## src/rtl/mdu_sequencer_if.sv

```systemverilog
// Issue/result bundle between the decode stage and the multiply/divide sequencer.
// The master side issues operations and mthi/mtlo writes; the slave side returns busy/done and HI/LO.
interface mdu_sequencer_if #(
    parameter int unsigned WIDTH = 32
);
    logic             start;
    logic [1:0]       op;
    logic [WIDTH-1:0] A;
    logic [WIDTH-1:0] B;
    logic             hi_we;
    logic             lo_we;
    logic [WIDTH-1:0] wdata;
    logic             busy;
    logic             done;
    logic [WIDTH-1:0] HI;
    logic [WIDTH-1:0] LO;

    modport master (
        output start, op, A, B, hi_we, lo_we, wdata,
        input  busy, done, HI, LO
    );

    modport slave (
        input  start, op, A, B, hi_we, lo_we, wdata,
        output busy, done, HI, LO
    );
endinterface

```

## src/rtl/mdu_sequencer.sv

```systemverilog
// Iterative mult/multu/div/divu controller sharing one add/subtract datapath over 32 steps.
// Holds the architectural HI/LO registers and serves mthi/mtlo writes while idle.
module mdu_sequencer #(
    parameter int unsigned WIDTH = 32,
    parameter int unsigned CNT_W = 6
) (
    input logic            clk,
    input logic            rst_n,
    mdu_sequencer_if.slave bus
);
    localparam int unsigned IDX_W = $clog2(WIDTH);
    localparam logic [IDX_W-1:0] TOP_IDX = IDX_W'(WIDTH - 1);
    localparam logic [CNT_W-1:0] LAST_CNT = CNT_W'(WIDTH - 1);

    localparam logic [1:0] S_IDLE = 2'd0;
    localparam logic [1:0] S_CALC = 2'd1;
    localparam logic [1:0] S_FIX  = 2'd2;

    logic [1:0]         state_q, state_d;
    logic [CNT_W-1:0]   cnt_q, cnt_d;
    logic [1:0]         op_q, op_d;
    logic [WIDTH-1:0]   a_q, a_d, b_q, b_d;
    logic [WIDTH-1:0]   hi_q, hi_d, lo_q, lo_d;
    logic [2*WIDTH-1:0] acc_q, acc_d;
    logic               neg_q, neg_d, rneg_q, rneg_d, done_q, done_d;

    logic               signed_in;
    logic [WIDTH-1:0]   a_abs, b_abs;
    logic [IDX_W-1:0]   bit_idx;
    logic [WIDTH:0]     shifted;
    logic [WIDTH+1:0]   add_a, add_b, sum;
    logic               add_sub, borrow;
    logic [2*WIDTH-1:0] step_acc, prod;
    logic [WIDTH-1:0]   rem_raw, quo_raw, fix_hi, fix_lo;

    assign signed_in = ~bus.op[0];
    assign a_abs     = (signed_in && bus.A[WIDTH-1]) ? -bus.A : bus.A;
    assign b_abs     = (signed_in && bus.B[WIDTH-1]) ? -bus.B : bus.B;
    assign bit_idx   = cnt_q[IDX_W-1:0];
    assign shifted   = {acc_q[2*WIDTH-1:WIDTH], a_q[TOP_IDX - bit_idx]};

    // Single adder: subtraction folds in as invert-plus-one so both ops share it.
    assign sum    = add_a + (add_sub ? ~add_b : add_b) + {{(WIDTH+1){1'b0}}, add_sub};
    assign borrow = sum[WIDTH+1];

    always_comb begin
        add_a    = '0;
        add_b    = '0;
        add_sub  = 1'b0;
        step_acc = acc_q;
        if (op_q[1]) begin
            // Restoring divide: dividend enters MSB-first, quotient bits shift into the low half.
            add_a    = {1'b0, shifted};
            add_b    = {2'b00, b_q};
            add_sub  = 1'b1;
            step_acc = {(borrow ? shifted[WIDTH-1:0] : sum[WIDTH-1:0]),
                        acc_q[WIDTH-2:0], ~borrow};
        end else begin
            add_a    = {2'b00, acc_q[2*WIDTH-1:WIDTH]};
            add_b    = b_q[bit_idx] ? {2'b00, a_q} : '0;
            step_acc = {sum[WIDTH:0], acc_q[WIDTH-1:1]};
        end
    end

    assign prod    = neg_q ? -acc_q : acc_q;
    assign rem_raw = acc_q[2*WIDTH-1:WIDTH];
    assign quo_raw = acc_q[WIDTH-1:0];

    always_comb begin
        if (op_q[1]) begin
            fix_hi = rneg_q ? -rem_raw : rem_raw;
            // A zero divisor leaves the dividend magnitude as remainder, so only LO needs forcing.
            fix_lo = (b_q == '0) ? '1 : (neg_q ? -quo_raw : quo_raw);
        end else begin
            fix_hi = prod[2*WIDTH-1:WIDTH];
            fix_lo = prod[WIDTH-1:0];
        end
    end

    always_comb begin
        state_d = state_q;
        cnt_d   = cnt_q;
        op_d    = op_q;
        a_d     = a_q;
        b_d     = b_q;
        acc_d   = acc_q;
        neg_d   = neg_q;
        rneg_d  = rneg_q;
        hi_d    = hi_q;
        lo_d    = lo_q;
        done_d  = 1'b0;
        case (state_q)
            S_IDLE: begin
                if (bus.hi_we) hi_d = bus.wdata;
                if (bus.lo_we) lo_d = bus.wdata;
                if (bus.start) begin
                    state_d = S_CALC;
                    cnt_d   = '0;
                    op_d    = bus.op;
                    a_d     = a_abs;
                    b_d     = b_abs;
                    acc_d   = '0;
                    neg_d   = signed_in & (bus.A[WIDTH-1] ^ bus.B[WIDTH-1]);
                    rneg_d  = signed_in & bus.A[WIDTH-1];
                end
            end
            S_CALC: begin
                acc_d = step_acc;
                cnt_d = cnt_q + 1'b1;
                if (cnt_q == LAST_CNT) state_d = S_FIX;
            end
            S_FIX: begin
                hi_d    = fix_hi;
                lo_d    = fix_lo;
                done_d  = 1'b1;
                state_d = S_IDLE;
            end
            default: state_d = S_IDLE;
        endcase
    end

    always_ff @(posedge clk) begin
        if (!rst_n) begin
            state_q <= S_IDLE;
            cnt_q   <= '0;
            op_q    <= '0;
            a_q     <= '0;
            b_q     <= '0;
            acc_q   <= '0;
            neg_q   <= 1'b0;
            rneg_q  <= 1'b0;
            hi_q    <= '0;
            lo_q    <= '0;
            done_q  <= 1'b0;
        end else begin
            state_q <= state_d;
            cnt_q   <= cnt_d;
            op_q    <= op_d;
            a_q     <= a_d;
            b_q     <= b_d;
            acc_q   <= acc_d;
            neg_q   <= neg_d;
            rneg_q  <= rneg_d;
            hi_q    <= hi_d;
            lo_q    <= lo_d;
            done_q  <= done_d;
        end
    end

    assign bus.busy = (state_q != S_IDLE);
    assign bus.done = done_q;
    assign bus.HI   = hi_q;
    assign bus.LO   = lo_q;
endmodule

```

## src/flat_wrapper.sv

```systemverilog
// flat-port wrapper written by rule: the top's interface ports become plain ports
module mdu_sequencer_flat 
#(
    parameter int unsigned WIDTH = 32,
    parameter int unsigned CNT_W = 6
)
  (clk, rst_n, bus_start, bus_op, bus_A, bus_B, bus_hi_we, bus_lo_we, bus_wdata, bus_busy, bus_done, bus_HI, bus_LO);
  mdu_sequencer_if #(.WIDTH(WIDTH)) bus_i ();
  input logic clk;
  input logic rst_n;
  input wire logic [$bits(bus_i.start)-1:0] bus_start;
  input wire logic [$bits(bus_i.op)-1:0] bus_op;
  input wire logic [$bits(bus_i.A)-1:0] bus_A;
  input wire logic [$bits(bus_i.B)-1:0] bus_B;
  input wire logic [$bits(bus_i.hi_we)-1:0] bus_hi_we;
  input wire logic [$bits(bus_i.lo_we)-1:0] bus_lo_we;
  input wire logic [$bits(bus_i.wdata)-1:0] bus_wdata;
  output wire logic [$bits(bus_i.busy)-1:0] bus_busy;
  output wire logic [$bits(bus_i.done)-1:0] bus_done;
  output wire logic [$bits(bus_i.HI)-1:0] bus_HI;
  output wire logic [$bits(bus_i.LO)-1:0] bus_LO;
  assign bus_i.start = bus_start;
  assign bus_i.op = bus_op;
  assign bus_i.A = bus_A;
  assign bus_i.B = bus_B;
  assign bus_i.hi_we = bus_hi_we;
  assign bus_i.lo_we = bus_lo_we;
  assign bus_i.wdata = bus_wdata;
  assign bus_busy = bus_i.busy;
  assign bus_done = bus_i.done;
  assign bus_HI = bus_i.HI;
  assign bus_LO = bus_i.LO;
  mdu_sequencer #(.WIDTH(WIDTH), .CNT_W(CNT_W)) u_core (.clk(clk), .rst_n(rst_n), .bus(bus_i));
endmodule
```

## config.mk

```make
export PLATFORM = sky130hd
export DESIGN_NAME = mdu_sequencer_flat
export DESIGN_NICKNAME = d
export VERILOG_FILES = /design/src/rtl/mdu_sequencer_if.sv /design/src/rtl/mdu_sequencer.sv /design/src/flat_wrapper.sv
export SDC_FILE = /design/constraint.sdc
export NUM_CORES = 1
export LEC_CHECK = 0
export CORE_MARGIN = 2
export CORE_UTILIZATION = 60
export CTS_BUF_LIST = sky130_fd_sc_hd__clkbuf_4 sky130_fd_sc_hd__clkbuf_8 sky130_fd_sc_hd__clkbuf_16
export DETAILED_ROUTE_END_ITERATION = 16
export DONT_BUFFER_PORTS = 1
export PLACE_DENSITY = 0.81
export SYNTH_ARGS = -nofsm -noshare
export SYNTH_HDL_FRONTEND = slang
export SYNTH_SLANG_ARGS = --single-unit
```

## constraint.sdc

```tcl
create_clock -name clk -period 5.56 [get_ports clk]
set_clock_uncertainty 0.1 [all_clocks]
set_input_delay 0.556 -clock clk [delete_from_list [all_inputs] [get_ports clk]]
set_output_delay 0.556 -clock clk [all_outputs]
set_load 0.01 [all_outputs]
```

==> Word level (Yosys, flattened, before mapping) <==
Cells that the tools add are included.
W data, S select, Z words.
{ "totals": {"ff_bits": 205, "inputBits": 103, "out_inout_bits": 66, "elab_cells": 78} }
{ "classes": {"add_sub_neg": 9, "order_cmp": 2, "n_eq_ne": 7, "muxes": 31, "bitwise": 6, "n_reduce_logical": 12} }
{ "op_table": {"columns": ["operator", "n"], "rows": [
  ["$mux W32", 11],
  ["$mux W64", 3],
  ["$neg A32 Y32", 4],
  ["$pmux W32 S2", 2],
  ["$pmux W64 S2", 1],
  ["$mux W34", 2],
  ["$neg A64 Y64", 1],
  ["$add A33 B34 Y34", 1],
  ["$add A34 B1 Y34", 1],
  ["$not A34 Y34", 1],
  ["$mux W33", 1],
  ["$logic_not A32 Y1", 1],
  ["$lt A5 B6 Y1 const B", 2],
  ["$pmux W6 S2", 1],
  ["$bmux W1 S5", 2],
  ["$reduce_and A2 Y1", 5],
  ["$add A6 B1 Y6 const B", 1],
  ["$eq A6 B5 Y1 const B", 1],
  ["$mux W6", 1],
  ["$ne A2 B2 Y1 const B", 3],
  ["$reduce_bool A2 Y1", 3],
  ["$sub A5 B5 Y5 const A", 1],
  ["$mux W1", 4],
  ["$mux W2", 2],
  ["9 further kinds", 12]
]} }

==> Logic depth before layout (Yosys ltp) <==
Gate-level depths: netlist of the first run.
{ "logic_depth": {"word_depth": 11, "depth_mapped": 25, "depth_no_buf": 20} }

==> Worst setup path before layout of the first run <==
No wires, ideal clock.
{ "synth_path": {"kind": "reg-to-reg", "startpoint": "register u_core.cnt_q[1]", "endpoint": "register u_core.acc_q[36]", "setup_ns": 0.123, "t_arrival_ns": 4.720, "t_required_ns": 5.337, "setup_slack_ns": 0.617, "path_stages_with_launch": 26, "n_path_buf": 6, "period_less_slack_ns": 4.943, "path_cell_list": "dfxtp_1 -> buf_2 -> buf_2 -> mux2i_1 -> a22oi_1 -> nand4b_1 -> inv_1 -> or3_1 -> clkbuf_1 -> clkbuf_1 -> nand3_1 -> o21ai_0 -> ha_1 -> clkbuf_1 -> a21oi_1 -> o21ai_0 -> or3_1 -> a311oi_1 -> o31ai_1 -> o21ai_0 -> nand2_1 -> o31ai_1 -> nor2_1 -> buf_2 -> a222oi_1 -> nand2_1"} }
{ "synth_via": {"elab_chain_len": 11, "elab_cells_between_ends": 15, "cone_classes": "3 x add/sub; 11 x mux; 1 x bitwise"} }
{ "synth_lines": {"columns": ["element", "line_no", "text"], "rows": [
  ["start: declaration", "mdu_sequencer.sv:20", "logic [CNT_W-1:0] cnt_q, cnt_d;"],
  ["start signal: assignment", "mdu_sequencer.sv:137", "cnt_q <= cnt_d;"],
  ["parallel branches: the longest is 6 deep, another holds $sub A5 B5 Y5", null, null],
  ["$add A33 B34 Y34 (*)", "mdu_sequencer.sv:43", "assign sum = add_a + (add_sub ? ~add_b : add_b) + {{(WIDTH+1){1'b0}}, add_sub};"],
  ["$add A34 B1 Y34 (*)", "mdu_sequencer.sv:43", null],
  ["$mux W32", "mdu_sequencer.sv:56", "step_acc = {(borrow ? shifted[WIDTH-1:0] : sum[WIDTH-1:0]),"],
  ["$mux W64 (*)", "mdu_sequencer.sv:51", "if (op_q[1]) begin"],
  ["$pmux W64 S2 (*)", "mdu_sequencer.sv:92", "case (state_q)"],
  ["end signal: assignment", "mdu_sequencer.sv:129", "acc_q <= '0;"],
  ["end signal: assignment", "mdu_sequencer.sv:141", "acc_q <= acc_d;"],
  ["end: declaration", "mdu_sequencer.sv:24", "logic [2*WIDTH-1:0] acc_q, acc_d;"]
]} }
Mark *: on every way between the ends. The select of a mux whose other input is x is not followed.
A chain may end at the register's enable or synchronous reset.

==> Worst setup path in the final report of the first run <==
{ "layout_path": {"startpoint": "register u_core.cnt_q[1]", "endpoint": "register u_core.acc_q[54]"} }
Same word-level chain as after synthesis.

==> results of run 1 <==
## worst max-delay path by stage
stage | from | to | slack [ps]
global route | u_core.cnt_q[1]$_SDFFE_PN0P_ | u_core.acc_q[54]$_SDFFE_PN0P_ | 110
global placement | u_core.cnt_q[1]$_SDFFE_PN0P_ | u_core.acc_q[48]$_SDFFE_PN0P_ | 420
CTS | u_core.cnt_q[1]$_SDFFE_PN0P_ | u_core.acc_q[48]$_SDFFE_PN0P_ | 260
detailed placement | u_core.cnt_q[1]$_SDFFE_PN0P_ | u_core.acc_q[48]$_SDFFE_PN0P_ | 300
finish | u_core.cnt_q[1]$_SDFFE_PN0P_ | u_core.acc_q[54]$_SDFFE_PN0P_ | 510
floorplan | u_core.cnt_q[1]$_SDFFE_PN0P_ | u_core.acc_q[36]$_SDFFE_PN0P_ | 620
## area by class of cell
class	instances	share of cell area
clock buffers	29	0.0399
flip-flops and latches	204	0.262
multi-input cells	1511	0.632
well taps	324	0.0260
clock inverters	11	0.0102
inverters	40	0.00963
repair buffers	39	0.0196
## metal layers
metal / up-vias / share of wire / global-route usage
met4: 0 / 0.064 / 0.208
met5: - / 0 / 0
met1: 6752 / 0.39 / 0.447
li1: 6801 / - / -
met3: 160 / 0.078 / 0.0522
met2: 679 / 0.47 / 0.615
## what timing repair did
item                                    in CTS  in global routing
buffers inserted                             0                  0
endpoints found under the setup margin       0                 18
gates resized for setup                      0                  3
## synth_stat cells, drive strengths merged, types with 36 or more instances
cell      n  area share
clkbuf  134       0.034
nand3    95       0.032
inv      40       0.010
ha       36       0.031
and2     43       0.018
xnor2    73       0.044
dfxtp   204        0.28
mux2i    69       0.047
o21ai   191       0.065
o211a    59       0.040
nand2   223       0.057
xor2     61       0.036
a21oi    96       0.033
nor2     96       0.025
## logic make-up (layout without fill, tap and decap cells)
| family | count (synthesis) | in the layout | synth area share |
|---|---|---|---|
| mux | 95 | 95 | 0.0670 |
| xor+xnor | 134 | 134 | 0.0799 |
| simple gates | 652 | 652 | 0.218 |
| flops | 204 | 204 | 0.278 |
| buf+inv | 198 | 119 | 0.0520 |
| fa+ha+maj | 37 | 37 | 0.0320 |
| compound gates | 593 | 593 | 0.273 |
## power by group
part | internal (uW) | switching [uW] | leakage, uW | total, uW
clock | 938 | 643 | 0.000379 | 1580
sequential | 1550 | 131 | 0.00167 | 1680
combinational | 294 | 446 | 0.00440 | 740
## flip-flops by register name (all words and copies together), names as in the netlist
name	cells
u_core.a_q	32
u_core.acc_q	64
u_core.b_q	32
u_core.bus.HI	32
u_core.bus.LO	32
u_core.bus.done	1
u_core.cnt_q	6
u_core.neg_q	1
u_core.op_q	1
u_core.rneg_q	1
u_core.state_q	2
## metrics by stage
stage,total power (uW),setup slack [ps],util
6_report,4000,515,0.645
2_1_floorplan,2220,617,-
5_1_grt,4140,105,0.645
3_3_place_gp,2410,424,0.612
3_5_place_dp,2430,304,0.612
4_1_cts,3980,264,0.645
==> impl_summary.log, run 1 <==
INFO  metric drt-vias-per-instance = 6.67
INFO  metric clk_pin_slew_worst_setup_hold_paths = around 70 ps
INFO  metric die_area = 25700 sq um
INFO  metric setup_crit_end_kind = flop
INFO  metric dp.cells = ~2100
INFO  metric synthesis.nets = slightly above 2000
INFO  metric ys_dominant_reg_cell = sky130_fd_sc_hd__dfxtp_1
INFO  metric first_iter_violations = approximately 1600
INFO  metric drt_pre_antenna_iters = 6
INFO  metric diodes = 0
INFO  metric final_critical_path_share_of_the_clock_period = 0.907
INFO  metric timing.hold.worst.class = primary input to flop
INFO  metric worst-setup-path-type = flop to flop
INFO  metric globalRouteTotalUtil = 0.365
INFO  metric crit_arrival = 5360 ps
INFO  metric worst_path_dominant_cell_family = compound AO/OA/AOI/OAI gates
INFO  metric grt_first_pass_wirelength = ~75000 um
INFO  metric grt_antenna_before_repair = 1
INFO  metric via_count = around 14000
INFO  metric die_h = between 150 and 200 um
INFO  metric grt-ovfl-total = 0
INFO  metric rows = 57
INFO  metric die_w = between 150 and 200 um
INFO  metric cts.htree.levels = 1
INFO  metric worstSkewPairLatency = 530 ps
INFO  metric finalInstanceArea = between 15000 and 20000 sq um
INFO  metric finalHoldViolations = 0
INFO  metric hold_path_cell_cnt = 2
INFO  metric max_slew_violation_count = 0
INFO  metric drt_wl_total = slightly below 50000 um
INFO  metric r2r-start = u_core.cnt_q[1]$_SDFFE_PN0P_
INFO  metric max-clock-path-buffers = 3
INFO  metric outcome = complete, no violations
INFO  metric sequential_cell_area = 4090 sq um
INFO  metric synth_seq_cells = 204
INFO  metric critical_path.max_stage_delay = between 600 and 700 ps
INFO  metric layout.cells.most_common = sky130_fd_sc_hd__nand2_1
INFO  metric slew-limit-headroom = 0.121
INFO  metric tritoncts = built
INFO  metric max_clk_rate = ~200 MHz
INFO  metric worst_r2r_path_depth = 20
INFO  metric grt_setup_unrepaired = no
INFO  metric hold_path.startpoint = rst_n
INFO  metric detail_route.drc_violations = 0
INFO  metric postSynthCellCount = roughly 1900
INFO  metric initial_core_util = 0.608
INFO  metric power_leakage = ~0.0065 uW
INFO  metric worst-path-max-fanout = 17
INFO  metric post_synth.cell_area_avg = approximately 7.7 sq um
INFO  metric summed_negative_setup_slack_over_all_endpoints = 0 ps
INFO  metric avgRoutedWirePerCell = 22.4 um
INFO  metric clock-root-buffer = sky130_fd_sc_hd__clkbuf_16
INFO  metric power.density_cell_area = roughly 260 nW/um^2
INFO  metric crit_chain = mux2i_1, a22oi_1, nand4b_1, inv_1, or3_4, nand3_1, o21ai_0, ha_1, a21oi_1, o21ai_0, or3_1, a311oi_1, o31ai_1, o21ai_0, nand2_1, o31ai_1, nor2_1, buf_4, a222oi_1, nand2_1
INFO  metric detailed_place_hpwl = ~36000 um
INFO  metric worst-path-buf-inv = 2
INFO  metric synth_cell_type_count = 78
INFO  metric hold_buffers = 0
INFO  metric placed_area = approximately 15000 sq um
INFO  metric r2r_end = u_core.acc_q[54]$_SDFFE_PN0P_
INFO  metric tritoncts_num_sinks = slightly above 200
INFO  metric final.fill_count = about 2100
INFO  metric area_occupied_by_multi_input_gates = between 9000 and 10000 sq um
INFO  metric synth-edff-count = 0
INFO  metric period_needed = a little over 5000 ps
INFO  metric worstHoldEndpoint = u_core.acc_q[46]$_SDFFE_PN0P_
INFO  metric via_count_of_the_first_global_routing_pass = between 10000 and 15000
INFO  metric worstMarginPinSlew = between 1000 and 1500 ps
INFO  metric most-common-layout-cells = 223 x sky130_fd_sc_hd__nand2_1, 202 x sky130_fd_sc_hd__dfxtp_1, 185 x sky130_fd_sc_hd__o21ai_0
INFO  metric final_cells = around 2200
INFO  metric finalSetupViolations = 0
INFO  metric ir_drop = 0.201 mV
INFO  metric syn_to_final_growth = 6.15%
INFO  metric numCtsBuffers = 22
INFO  metric io_pins = 169
INFO  metric layout-drive-gt1-share = 0.0725
INFO  metric grt_start_max_net_pins = about 160
INFO  metric rrSetupSlack = between 500 and 600 ps
INFO  metric detail-route-antenna-nets = 0
INFO  metric cap_violations = 0
INFO  metric synth_warnings = 0
INFO  metric crit_cells = 20
INFO  metric port_buffers = 0
INFO  metric final_weighted_congestion_of_routability_driven_global_placement = 1.01
INFO  metric worstPathRequired = slightly below 6000 ps
INFO  metric synth.yosys.seq_area_share = 0.278
INFO  metric post_synth_instance_area = ~15000 sq um
INFO  metric worst_hold_slack = slightly above 60 ps
INFO  metric placeableCoreArea = 24200 sq um
INFO  metric nNetsFinal = approximately 2000
INFO  metric worstSetupStartpointType = flop
INFO  metric synth-async-reset-ratio = 0
INFO  metric crit_path_frequent_cell = sky130_fd_sc_hd__o21ai_0
INFO  metric cp_slowest_cell = sky130_fd_sc_hd__dfxtp_2
Power figures use the tool's default switching activity.
==> run 2: changes to the inputs <==
clock period = 5.4 ns   (was 5.56 ns; I/O delays follow)
==> impl_summary.log, run 2 (synthesis gave the netlist of run 1 again) <==
INFO  metric worst_path_dominant_cell_family = compound AO/OA/AOI/OAI gates
INFO  metric worstMarginPinSlew = 1190 ps
INFO  metric worst_r2r_path_depth = 22
INFO  metric area_occupied_by_multi_input_gates = between 9000 and 10000 sq um
INFO  metric clk_pin_slew_worst_setup_hold_paths = around 70 ps
INFO  metric ir_drop = between 0.15 and 0.2 mV
INFO  metric via_count = 14500
INFO  metric share_clk_of_total_power = 0.379
INFO  metric r2r-start = u_core.cnt_q[2]$_SDFFE_PN0P_
INFO  metric worst-setup-path-type = flop to flop
INFO  metric grt_first_pass_wirelength = 74300 um
INFO  metric route.top_layer_used = met4
INFO  metric final_core_utilization = 0.641
INFO  metric drt_pre_antenna_iters = 7
INFO  metric final_critical_path_share_of_the_clock_period = 0.953
INFO  metric met3_length = about 4100 um
INFO  metric finalHoldViolations = 0
INFO  metric final_weighted_congestion_of_routability_driven_global_placement = 0.999
INFO  metric drt-vias-per-instance = approximately 6.7
INFO  metric crit_chain = nor2b_1, buf_4, a22oi_1, nand3_1, o21ai_0, or3_4, buf_4, nand3_1, o21ai_0, ha_1, a21o_1, a21o_1, o21ai_0, a2111oi_1, buf_4, o2111ai_1, a31oi_1, o21ai_1, nand2b_1, xnor2_1, a21oi_1, a32o_1
INFO  metric final.fill_count = roughly 2200
INFO  metric rrSetupSlack = about 250 ps
INFO  metric power.density_cell_area = 258 nW/um^2
INFO  metric syn_to_final_growth = 5.54%
INFO  metric outcome = complete, no violations
INFO  metric clock-root-buffer = sky130_fd_sc_hd__clkbuf_16
INFO  metric worstSetupStartpointType = flop
INFO  metric grt_antenna_before_repair = 1
INFO  metric drt_wl_total = between 40000 and 50000 um
INFO  metric grt-ovfl-total = 0
INFO  metric hold_path.startpoint = rst_n
INFO  metric detail-route-antenna-nets = 0
INFO  metric layout-drive-gt1-share = 0.0706
INFO  metric first_iter_violations = ~1500
INFO  metric worstPathRequired = between 5000 and 6000 ps
INFO  metric registers.top_by_ff_count = u_core.acc_q
INFO  metric sequential_cell_area = between 4000 and 5000 sq um
INFO  metric placeableCoreArea = ~24000 sq um
INFO  metric layout.cells.most_common = sky130_fd_sc_hd__nand2_1
INFO  metric crit_arrival = ~5500 ps
INFO  metric intPower = about 2800 uW
INFO  metric timing.hold.worst.class = primary input to flop
INFO  metric period_needed = slightly above 5000 ps
INFO  metric finalSetupViolations = 0
INFO  metric via_count_of_the_first_global_routing_pass = ~13000
INFO  metric cap_violations = 0
INFO  metric worstSkewPairLatency = approximately 530 ps
INFO  metric seq_power_share = 0.431
INFO  metric port_buffers = 0
INFO  metric summed_negative_setup_slack_over_all_endpoints = 0 ps
INFO  metric detailed_place_hpwl = 36100 um
INFO  metric max-clock-path-buffers = 3
INFO  metric swShare = 0.312
INFO  metric cts.htree.levels = 1
INFO  metric worst-path-buf-inv = 3
INFO  metric numCtsBuffers = 22
INFO  metric globalRouteTotalUtil = 0.358
INFO  metric tritoncts_num_sinks = 204
INFO  metric io_pins = 169
INFO  metric grt_setup_unrepaired = no
INFO  metric setup_crit_end_kind = flop
INFO  metric grt_start_max_net_pins = about 160
INFO  metric hold_path_cell_cnt = 2
INFO  metric largest_reg_flops = 64
INFO  metric drt-met1-wl = roughly 19000 um
INFO  metric max_clk_rate = 194 MHz
INFO  metric worstHoldEndpoint = u_core.acc_q[46]$_SDFFE_PN0P_
INFO  metric p_sw = 1250 uW
INFO  metric combinationalPowerShare = 0.190
INFO  metric r2r_end = u_core.acc_q[61]$_SDFFE_PN0P_
INFO  metric avgRoutedWirePerCell = about 22 um
INFO  metric die_w = 160 um
INFO  metric critical_path.max_stage_delay = 480 ps
INFO  metric nNetsFinal = roughly 2000
INFO  metric cts.repair_timing.setup_buffer_count = 0
INFO  metric die_area = 25700 sq um
INFO  metric met2RoutedLength = about 22000 um
INFO  metric most-common-layout-cells = 223 x sky130_fd_sc_hd__nand2_1, 202 x sky130_fd_sc_hd__dfxtp_1, 184 x sky130_fd_sc_hd__o21ai_0
INFO  metric rows = 57
INFO  metric max_slew_violation_count = 0
INFO  metric initial_core_util = 0.608
INFO  metric worst-path-max-fanout = 9
INFO  metric detail_route.drc_violations = 0
INFO  metric die_h = around 160 um
INFO  metric cp_slowest_cell = sky130_fd_sc_hd__dfxtp_1
INFO  metric slew-limit-headroom = 0.207
INFO  metric power_leakage = 0.00641 uW
INFO  metric tritoncts = built
[run 2: worst reg2reg max path, stage by stage, from the launching register on]
cell	delay (ps)
sky130_fd_sc_hd__dfxtp_1	480
sky130_fd_sc_hd__nor2b_1	190
sky130_fd_sc_hd__buf_4	180
sky130_fd_sc_hd__a22oi_1	100
sky130_fd_sc_hd__nand3_1	80
sky130_fd_sc_hd__o21ai_0	110
sky130_fd_sc_hd__or3_4	420
sky130_fd_sc_hd__buf_4	200
sky130_fd_sc_hd__nand3_1	80
sky130_fd_sc_hd__o21ai_0	110
sky130_fd_sc_hd__ha_1	410
sky130_fd_sc_hd__a21o_1	260
sky130_fd_sc_hd__a21o_1	220
sky130_fd_sc_hd__o21ai_0	300
sky130_fd_sc_hd__a2111oi_1	160
sky130_fd_sc_hd__buf_4	180
sky130_fd_sc_hd__o2111ai_1	290
sky130_fd_sc_hd__a31oi_1	160
sky130_fd_sc_hd__o21ai_1	240
sky130_fd_sc_hd__nand2b_1	100
sky130_fd_sc_hd__xnor2_1	230
sky130_fd_sc_hd__a21oi_1	110
sky130_fd_sc_hd__a32o_1	300
[run 2: through the flow]
| stage | hold WS [ps] | cell area [sq um] | setup slack, ps | power (uW) | instances |
|---|---|---|---|---|---|
| after detailed placement | 397 | 14800 | 104 | 2490 | 2113 |
| final | 21.8 | 15500 | 252 | 4000 | 2153 |
| after floorplan | 361 | 14700 | 457 | 2290 | 1913 |
| after global routing | 41.5 | 15500 | 26.3 | 4140 | 2152 |
| after CTS | 13.2 | 15500 | 61.1 | 3990 | 2152 |
| after global placement | 392 | 14800 | 173 | 2480 | 2113 |
[run 2: what timing repair did]
action,4_1_cts,5_1_grt
gates resized for setup,0,8
setup endpoints to repair,0,26
hold buffers,0,0
endpoints found under the hold margin,0,0
[run 2: area by class of cell]
class,count,share of cell area
clock inverters,8,0.00573
diodes,1,0.000161
multi-input cells,1511,0.637
repair buffers,34,0.0173
inverters,40,0.00969
clock buffers,31,0.0403
well taps,324,0.0262
flip-flops and latches,204,0.264
[run 2: per-layer routing]
layer	vias to the layer above	track usage
li1	6798	-
met1	6779	0.439
met2	770	0.609
met3	145	0.0591
met4	0	0.181
met5	-	0
[run 2: power groups by stage]
stage / registers [uW] / clock network [uW] / logic, uW
detailed placement: 1750 / 0 / 740
finish: 1730 / 1520 / 759
CTS: 1720 / 1520 / 744
global route: 1730 / 1580 / 834
floorplan: 1690 / 0 / 600
global placement: 1750 / 0 / 728
[run 2: how the worst max path moves through the flow]
stage | startpoint | to | slack (ps) | depth (start not counted)
after floorplan | u_core.cnt_q[1]$_SDFFE_PN0P_ | u_core.acc_q[36]$_SDFFE_PN0P_ | 460 | 25
after detailed placement | u_core.cnt_q[1]$_SDFFE_PN0P_ | u_core.acc_q[61]$_SDFFE_PN0P_ | 100 | 21
after global routing | u_core.cnt_q[2]$_SDFFE_PN0P_ | u_core.acc_q[61]$_SDFFE_PN0P_ | 30 | 21
after CTS | u_core.cnt_q[1]$_SDFFE_PN0P_ | u_core.acc_q[61]$_SDFFE_PN0P_ | 60 | 21
after global placement | u_core.cnt_q[1]$_SDFFE_PN0P_ | u_core.acc_q[61]$_SDFFE_PN0P_ | 170 | 21
final | u_core.cnt_q[2]$_SDFFE_PN0P_ | u_core.acc_q[61]$_SDFFE_PN0P_ | 250 | 22
